==> src/rtl/autosa_hls_shiftleftusz_pipe.sv <==
// autosa_hls_shiftleftusz_pipe: 2-stage valid/ready unsigned saturating shifter (left with truncation, right with round-half-up)
module autosa_hls_shiftleftusz_pipe #(
  parameter int IN_WIDTH    = 32,
  parameter int FRAC_WIDTH  = 35,
  parameter int OUT_WIDTH   = 49,
  parameter int SHIFT_WIDTH = 6,
  parameter int CNT_WIDTH   = 16
) (
  input  logic                   autosa_core_clk,
  input  logic                   autosa_core_rst,
  input  logic                   in_pvld,
  output logic                   in_prdy,
  input  logic [IN_WIDTH-1:0]    data_in,
  input  logic [FRAC_WIDTH-1:0]  frac_in,
  input  logic [SHIFT_WIDTH-1:0] shift_num,
  output logic                   out_pvld,
  input  logic                   out_prdy,
  output logic [OUT_WIDTH-1:0]   data_out,
  output logic                   sat_out,
  input  logic                   sat_cnt_clr,
  output logic [CNT_WIDTH-1:0]   sat_cnt
);
  localparam int EXT = 2 ** (SHIFT_WIDTH - 1);
  localparam int WW  = EXT + IN_WIDTH + FRAC_WIDTH;
  logic                   s1_vld_q, s1_vld_d, s2_vld_q, s2_vld_d;
  logic                   s1_sat_q, s1_sat_d, sat_out_q, sat_out_d;
  logic [OUT_WIDTH-1:0]   s1_data_q, s1_data_d, data_out_q, data_out_d;
  logic [CNT_WIDTH-1:0]   sat_cnt_q, sat_cnt_d;
  logic [WW-1:0]          hi;
  logic [SHIFT_WIDTH-1:0] a;
  logic [IN_WIDTH-1:0]    q;
  logic                   rnd, pos_sat, res_sat, in_fire, s1_adv;
  logic [OUT_WIDTH-1:0]   res;
  always_comb begin
    hi = ({{EXT{1'b0}}, data_in, frac_in} << shift_num[SHIFT_WIDTH-2:0]) >> FRAC_WIDTH;
    pos_sat = |(hi >> OUT_WIDTH);
    a = -shift_num;
    q = data_in >> a;
    rnd = |((data_in >> (a - 1'b1)) & IN_WIDTH'(1));
    res_sat = !shift_num[SHIFT_WIDTH-1] & pos_sat;
    res = shift_num[SHIFT_WIDTH-1] ? OUT_WIDTH'(q) + OUT_WIDTH'(rnd) : (pos_sat ? '1 : hi[OUT_WIDTH-1:0]);
    s1_adv = !s2_vld_q | out_prdy;
    in_prdy = !s1_vld_q | s1_adv;
    in_fire = in_pvld & in_prdy;
    s1_vld_d = in_fire | (s1_vld_q & !s1_adv);
    s1_data_d = in_fire ? res : s1_data_q;
    s1_sat_d = in_fire ? res_sat : s1_sat_q;
    s2_vld_d = s1_adv ? s1_vld_q : s2_vld_q;
    data_out_d = (s1_adv & s1_vld_q) ? s1_data_q : data_out_q;
    sat_out_d = (s1_adv & s1_vld_q) ? s1_sat_q : sat_out_q;
    sat_cnt_d = sat_cnt_clr ? '0 :
                (s2_vld_q & out_prdy & sat_out_q & !(&sat_cnt_q)) ? sat_cnt_q + 1'b1 : sat_cnt_q;
  end
  always_ff @(posedge autosa_core_clk) begin
    if (autosa_core_rst) begin
      s1_vld_q   <= 1'b0;
      s2_vld_q   <= 1'b0;
      s1_sat_q   <= 1'b0;
      sat_out_q  <= 1'b0;
      s1_data_q  <= '0;
      data_out_q <= '0;
      sat_cnt_q  <= '0;
    end else begin
      s1_vld_q   <= s1_vld_d;
      s2_vld_q   <= s2_vld_d;
      s1_sat_q   <= s1_sat_d;
      sat_out_q  <= sat_out_d;
      s1_data_q  <= s1_data_d;
      data_out_q <= data_out_d;
      sat_cnt_q  <= sat_cnt_d;
    end
  end
  assign out_pvld = s2_vld_q;
  assign data_out = data_out_q;
  assign sat_out  = sat_out_q;
  assign sat_cnt  = sat_cnt_q;
endmodule

==> config.mk <==
export PLATFORM = sky130hd
export DESIGN_NAME = autosa_hls_shiftleftusz_pipe
export DESIGN_NICKNAME = d
export VERILOG_FILES = /design/src/rtl/autosa_hls_shiftleftusz_pipe.sv
export SDC_FILE = /design/constraint.sdc
export NUM_CORES = 1
export LEC_CHECK = 0
export ABC_AREA = 1
export CAP_MARGIN = 15
export CORE_AREA = 2 2 159 130
export DETAILED_ROUTE_END_ITERATION = 12
export DIE_AREA = 0 0 161 132
export PLACE_DENSITY = 0.79
export SETUP_SLACK_MARGIN = 0.2
export SLEW_MARGIN = 30
export SYNTH_ARGS = -nofsm -noshare
export SYNTH_HDL_FRONTEND = slang
export SYNTH_SLANG_ARGS = --single-unit
==> constraint.sdc <==
create_clock -name autosa_core_clk -period 5.6 [get_ports autosa_core_clk]
set_input_delay 0.84 -clock autosa_core_clk [delete_from_list [all_inputs] [get_ports autosa_core_clk]]
set_output_delay 0.84 -clock autosa_core_clk [all_outputs]
set_load 0.01 [all_outputs]
==> results.py, run 1 <==
metrics = {
    "yosys": {
        "async_reset_ff_share_pct": 0,
        "ys_types": 45,
        "ys_seq_area_share_pct": 22.1,
        "synthCells": 1908,
        "syn_area_um2": 10700,
        "ys_warn_count": 0,
        "syn_area_per_cell_um2": 5.60,
        "syn-num-nets": 1991,
        "synth_ff_type": "dfxtp_1",
        "yosys_register_bits": 118,
        "synth-edff-count": 0,
    },
    "sta": {
        "period_share_pct": 86.1,
        "rsz0062_at_grt": "no",
        "fmax_mhz": 207,
        "final-setup-viol-count": 0,
        "hold_viol": 0,
        "finalSetupTns_ps": 0,
        "slew_headroom_pct": 35.8,
        "min_period_ps": 4820,
        "fin_skew_ps": 8.45,
        "worst_slew_pin_slew_ps": 956,
        "final_max_slew_viol_count": 0,
        "setup_ws_ps": 776,
    },
    "floorplan": {
        "design.core.area_um2": 19600,
        "io_pins": 146,
        "die-area_um2": 21300,
        "die_x_um": 161,
        "die_h_um": 132,
        "rows": 46,
        "initial_utilization_pct": 54.6,
    },
    "layout": {
        "final_core_util_pct": 63.9,
        "layout_common_cells": "nand2_1, nand3_1, o21ai_0",
        "drive_gt1_share_pct": 5.15,
        "regArea_um2": 2360,
        "finalNonFillerCells": 2246,
        "final_common_cell": "nand2_1",
        "fillers": 1936,
        "multi_input_area_um2": 7330,
        "finalNetCount": 2052,
        "syn2layout_area_growth_pct": 17.0,
    },
    "setup_path": {
        "critical-path-top-delay-family": "buffers and inverters",
        "cp.arrival_ps": 5170,
        "crit_slowest_cell": "clkinv_1",
        "startpoint": "shift_num[0]",
        "cpPeakStageDelay_ps": 860,
        "crit_chain": "buf_2 > inv_6 > ha_1 > buf_4 > clkinv_1 > nand3_1 > nand3_1 > nand3_1 > nand2_1 > inv_1 > a32o_1 > ha_1 > nand2_1 > nor2_1 > nand2_1 > nor2_1 > nand2_1 > nand2_1 > nand3_1 > a21oi_1",
        "required_ps": 5950,
        "crit_top_cell": "nand2_1",
        "path_class": "in -> reg",
        "cp-end-kind": "flop",
        "timing.rr.start": "sat_cnt[0]$_SDFFE_PP0P_",
        "path_max_fanout": 63,
        "cp.buffers_inverters": 5,
        "start_kind": "input pin",
    },
    "clock_network": {
        "post-cts-setup-buffers": 0,
        "cts-root-buf": "clkbuf_16",
        "post_cts_resized": 0,
        "numCtsBuffers": 17,
        "clk_path_buf_depth": 2,
        "tritoncts": "yes",
        "cts_sinks": 118,
        "insertion_delay_ps": 420,
        "holdBufCountCts": 0,
        "path_clk_slew_ps": 60,
        "cts_max_level": 4,
    },
    "power": {
        "power_frac_comb_pct": 31.9,
        "p_sw_mw": 1.06,
        "p_total_mw": 2.86,
        "ir_drop_v": 0.000226,
        "seq_power_share_pct": 32.1,
        "switching_share_pct": 37.0,
        "power.internal_mw": 1.80,
        "power.density_nw_per_um2": 229,
        "leakage_nw": 5.25,
        "pwr-share-clk_pct": 36.0,
    },
    "place": {
        "post-place-ws_ps": 875,
        "dp.cells": 2214,
        "place_hpwl_um": 30300,
        "io_buffers": 141,
        "place_congestion": 1.02,
    },
    "grt": {
        "grtUsageTotal_pct": 36.1,
        "grt_overflow": 0,
        "antenna_found_initial": 3,
        "grt_max_degree": 71,
        "grt_pass1_vias": 11700,
        "grt_pass1_wl_um": 62000,
    },
    "detailed_routing": {
        "finalWirelength_um": 40100,
        "drc_errors": 0,
        "drtPass1Iterations": 6,
        "via_per_inst": 5.97,
        "drt_iter0_markers": 1587,
        "drtAntennaViolNets": 0,
        "via_count": 13400,
        "avgRoutedWirePerCell_um": 17.8,
    },
    "outcome": {
        "outcome": "finished clean",
    },
    "flow_run": {
        "maxCapViolCount": 0,
    },
    "hold_path": {
        "hp-class": "reg -> reg",
        "hp-start": "s1_data_q[33]$_SDFFE_PP0P_",
    },
}
## metal layers
layer / routed length (µm) / global-route usage (%) / up-vias / part of all wire, %
li1: - / - / 6491 / -
met1: 17500 / 50.5 / 6121 / 44
met2: 17500 / 57.5 / 713 / 44
met3: 3860 / 5.73 / 71 / 9.6
met4: 1110 / 10.8 / 4 / 2.8
met5: 28 / 0 / - / 0.070
## per-stage QoR
step	area (µm²)	hold slack, ps
6_report	12500	463
5_1_grt	12500	481
4_1_cts	12500	462
3_5_place_dp	12000	453
3_3_place_gp	12000	451
2_1_floorplan	10700	425
## flip-flops by register name, indices dropped and copies added (netlist names)
signal,count
data_out,49
s1_data_q,49
sat_cnt,16
out_pvld,1
s1_sat_q,1
s1_vld_q,1
sat_out,1
## Yosys cell counts (all sizes together) (2+ instances only)
library cell	number	share of area [%]
or2	3	0.18
o211ai	11	0.77
nor3	10	0.47
nand3b	5	0.35
o22ai	3	0.18
and2	16	0.94
o21ai	212	9.9
ha	5	0.59
a31oi	8	0.47
dfxtp	118	22
a211oi	2	0.14
a21oi	135	6.4
mux2i	16	1.5
o21bai	2	0.14
clkinv	3	0.11
nor4	4	0.23
nand3	327	15
xnor2	3	0.25
buf	53	3.3
nor2	208	8.3
o21a	4	0.28
xor2	6	0.49
clkbuf	67	2.4
nand4	12	0.70
nand2	573	21
inv	98	3.5
## final timing paths
path / to / slack [ps] / cells after the start
worst min register to register: s1_data_q[33]$_SDFFE_PP0P_ / 460 / 2
worst max-delay path: s1_data_q[21]$_SDFFE_PP0P_ / 780 / 20
worst min-delay path: s1_data_q[33]$_SDFFE_PP0P_ / 460 / 2
worst max register to register: sat_cnt[15]$_SDFFE_PP0P_ / 3260 / 12
## cells by family (layout without fill, tap and decap cells)
logic type / after synthesis / after routing / share of synthesized area (%)
muxes: 16 / 16 / 1.50
buffers and inverters: 221 / 294 / 9.32
AOI/OAI and AO/OA: 380 / 380 / 18.5
other: 0 / 1 / 0
and+or+nand+nor: 1159 / 1159 / 47.2
adders and majority gates: 5 / 5 / 0.585
xor gates and xnor gates: 9 / 9 / 0.738
DFF: 118 / 118 / 22.1
## cell type report
type	count	area share [%]
antenna	1	0.0200
sequential	118	18.9
inverter	101	3.09
tap	264	2.64
multi-input combinational	1569	58.6
timing repair buffer	162	12.3
clock inverter	14	1.03
clock buffer	17	3.40
## power groups by stage
stage | Clock [mW] | Sequential [mW] | Combinational, mW
floorplan | 0 | 0.940 | 0.576
global placement | 0 | 0.934 | 0.873
detailed placement | 0 | 0.936 | 0.880
CTS | 1.02 | 0.919 | 0.886
global route | 1.07 | 0.923 | 0.993
finish | 1.03 | 0.919 | 0.912
## worst reg2reg max path: cells and delay by family (launching register included)
family          cells  cell delay [ps]
fa+ha+maj           1              210
compound gates      3              550
flops               1              340
simple gates        8             1140
Power figures use the tool's default switching activity.
==> run 2: changes to the inputs <==
Settings changed: CORE_AREA 2 2 159 130 to 2 2 143 145, DIE_AREA 0 0 161 132 to 0 0 145 147, TNS_END_PERCENT set to 100.
==> run 2 against run 1 <==
Via count decreased by 2.1%. Non-clock buffer count fell by 2. Design area increased by 0.10%. Highest routed layer is now met4. Sequential power barely moved. Clock power about the same. Critical path type unchanged.
==> results.py, run 2 (same netlist as run 1, synthesis figures left out) <==
metrics = {
    "outcome": {
        "outcome": "finished clean",
    },
    "layout": {
        "multi_input_area_um2": 7330,
        "finalNetCount": 2050,
        "layout_common_cells": "nand2_1, nand3_1, o21ai_0",
        "final_common_cell": "nand2_1",
        "fillers": 1913,
        "drive_gt1_share_pct": 5.05,
        "syn2layout_area_growth_pct": 17.2,
        "antenna_cells": 0,
        "regArea_um2": 2360,
        "finalNonFillerCells": 2250,
    },
    "place": {
        "place_congestion": 1.03,
        "place_hpwl_um": 29400,
        "dp.cells": 2218,
        "io_buffers": 141,
    },
    "detailed_routing": {
        "drt_iter0_markers": 1558,
        "drc_errors": 0,
        "via_per_inst": 5.83,
        "via_count": 13100,
        "finalWirelength_um": 38800,
        "avgRoutedWirePerCell_um": 17.3,
        "drtAntennaViolNets": 0,
        "drtPass1Iterations": 5,
    },
    "floorplan": {
        "die_x_um": 145,
        "die_h_um": 147,
        "rows": 52,
        "die-area_um2": 21300,
        "io_pins": 146,
        "design.core.area_um2": 19800,
        "initial_utilization_pct": 53.9,
    },
    "sta": {
        "fin_skew_ps": 9.98,
        "slew_headroom_pct": 40.5,
        "period_share_pct": 75.7,
        "final_max_slew_viol_count": 0,
        "hold_viol": 0,
        "worst_slew_pin_slew_ps": 892,
        "final-setup-viol-count": 0,
        "min_period_ps": 4240,
        "fmax_mhz": 236,
        "finalSetupTns_ps": 0,
        "rsz0062_at_grt": "no",
    },
    "setup_path": {
        "path_max_fanout": 63,
        "rr_worst_depth": 6,
        "cp.arrival_ps": 4580,
        "cp-end-kind": "flop",
        "crit_chain": "buf_2 > inv_6 > ha_1 > buf_4 > inv_1 > nand3_1 > nand3_1 > nand3_1 > nand2_1 > inv_1 > a32o_1 > ha_1 > inv_1 > nor2_1 > nand2_1 > nor2_4 > nand3_1 > nand3_1 > a21oi_1",
        "critical-path-top-delay-family": "buffers and inverters",
        "cp.buffers_inverters": 6,
        "path_class": "in -> reg",
        "start_kind": "input pin",
        "required_ps": 5940,
        "path_depth": 19,
        "cpPeakStageDelay_ps": 660,
        "crit_slowest_cell": "inv_1",
        "crit_top_cell": "nand3_1",
    },
    "power": {
        "leakage_nw": 5.25,
        "seq_power_share_pct": 32.2,
        "ir_drop_v": 0.000213,
        "pwr-share-clk_pct": 36.4,
        "power.internal_mw": 1.81,
        "p_sw_mw": 1.04,
        "power.density_nw_per_um2": 227,
        "switching_share_pct": 36.4,
        "power_frac_comb_pct": 31.4,
    },
    "clock_network": {
        "holdBufCountCts": 0,
        "path_clk_slew_ps": 60,
        "cts_sinks": 118,
        "cts_max_level": 4,
        "tritoncts": "yes",
        "insertion_delay_ps": 410,
        "numCtsBuffers": 17,
        "clk_path_buf_depth": 2,
        "cts-root-buf": "clkbuf_16",
        "post-cts-setup-buffers": 0,
        "post_cts_resized": 0,
    },
    "grt": {
        "grt_overflow": 0,
        "grt_pass1_vias": 11500,
        "grtUsageTotal_pct": 35.4,
        "grt_pass1_wl_um": 61200,
        "antenna_found_initial": 0,
        "grt_max_degree": 71,
    },
    "flow_run": {
        "maxCapViolCount": 0,
    },
    "hold_path": {
        "hp-class": "reg -> reg",
        "whs_path_depth": 2,
    },
}
run 2: cell count changes in the layout (fill, tap and decap cells not counted):
cell,previous run,this run
buf_2,5,3
buf_4,21,20
clkdlybuf4s50_1,136,137
clkinv_1,4,3
clkinv_2,3,2
clkinv_4,5,4
diode_2,1,0
inv_1,89,90
inv_6,3,5
inv_8,0,1
run 2: path summary, 6_finish.rpt:
| kind | start | endpoint | slack (ps) |
|---|---|---|---|
| setup / recovery | shift_num[0] | s1_data_q[31]$_SDFFE_PP0P_ | 1360 |
| hold / removal | s1_data_q[39]$_SDFFE_PP0P_ | s1_data_q[39]$_SDFFE_PP0P_ | 460 |
| hold reg to reg | s1_data_q[39]$_SDFFE_PP0P_ | s1_data_q[39]$_SDFFE_PP0P_ | 460 |
| setup reg to reg | out_pvld$_SDFFE_PP0P_ | s1_data_q[2]$_SDFFE_PP0P_ | 2910 |
run 2: final cells by class:
type	count	area share, %
flip-flops and latches	118	18.9
multi-input cells	1569	58.5
well taps	270	2.70
clock inverters	15	1.15
clock buffers	17	3.40
inverters	101	3.09
repair buffers	160	12.3
run 2: per-stage QoR:
stage / worst slack [ps] / util, % / power (mW) / hold slack, ps / cell area (µm²)
2_1_floorplan: 1170 / - / 1.52 / 425 / 10700
3_3_place_gp: 1100 / 60.2 / 1.79 / 449 / 11900
3_5_place_dp: 1070 / 60.2 / 1.80 / 454 / 12000
4_1_cts: 1480 / 63.1 / 2.83 / 463 / 12500
5_1_grt: 995 / 63.1 / 2.99 / 482 / 12500
6_report: 1360 / 63.1 / 2.85 / 460 / 12500
run 2: layer usage:
metal	track usage (%)	wire length, µm	up-vias
met4	13.4	1480	0
met1	47.1	16600	5960
met5	0	0	-
met2	58.0	17900	588
met3	5.59	2840	75
li1	-	-	6494
run 2: worst register-to-register path: stages, from the launching register on:
cell and delay [ps]:
dfxtp_1 330, nand3_1 150, nand2_1 500, nor2_1 580
clkinv_1 520, nor2_1 370, a211oi_1 110
run 2: power by group through the flow:
stage               sequential (mW)  combinational [mW]  clock, mW
global placement              0.931               0.863          0
CTS                           0.916               0.878       1.04
finish                        0.916               0.895       1.04
global route                  0.921               0.983       1.08
detailed placement            0.932               0.871          0
floorplan                     0.940               0.576          0
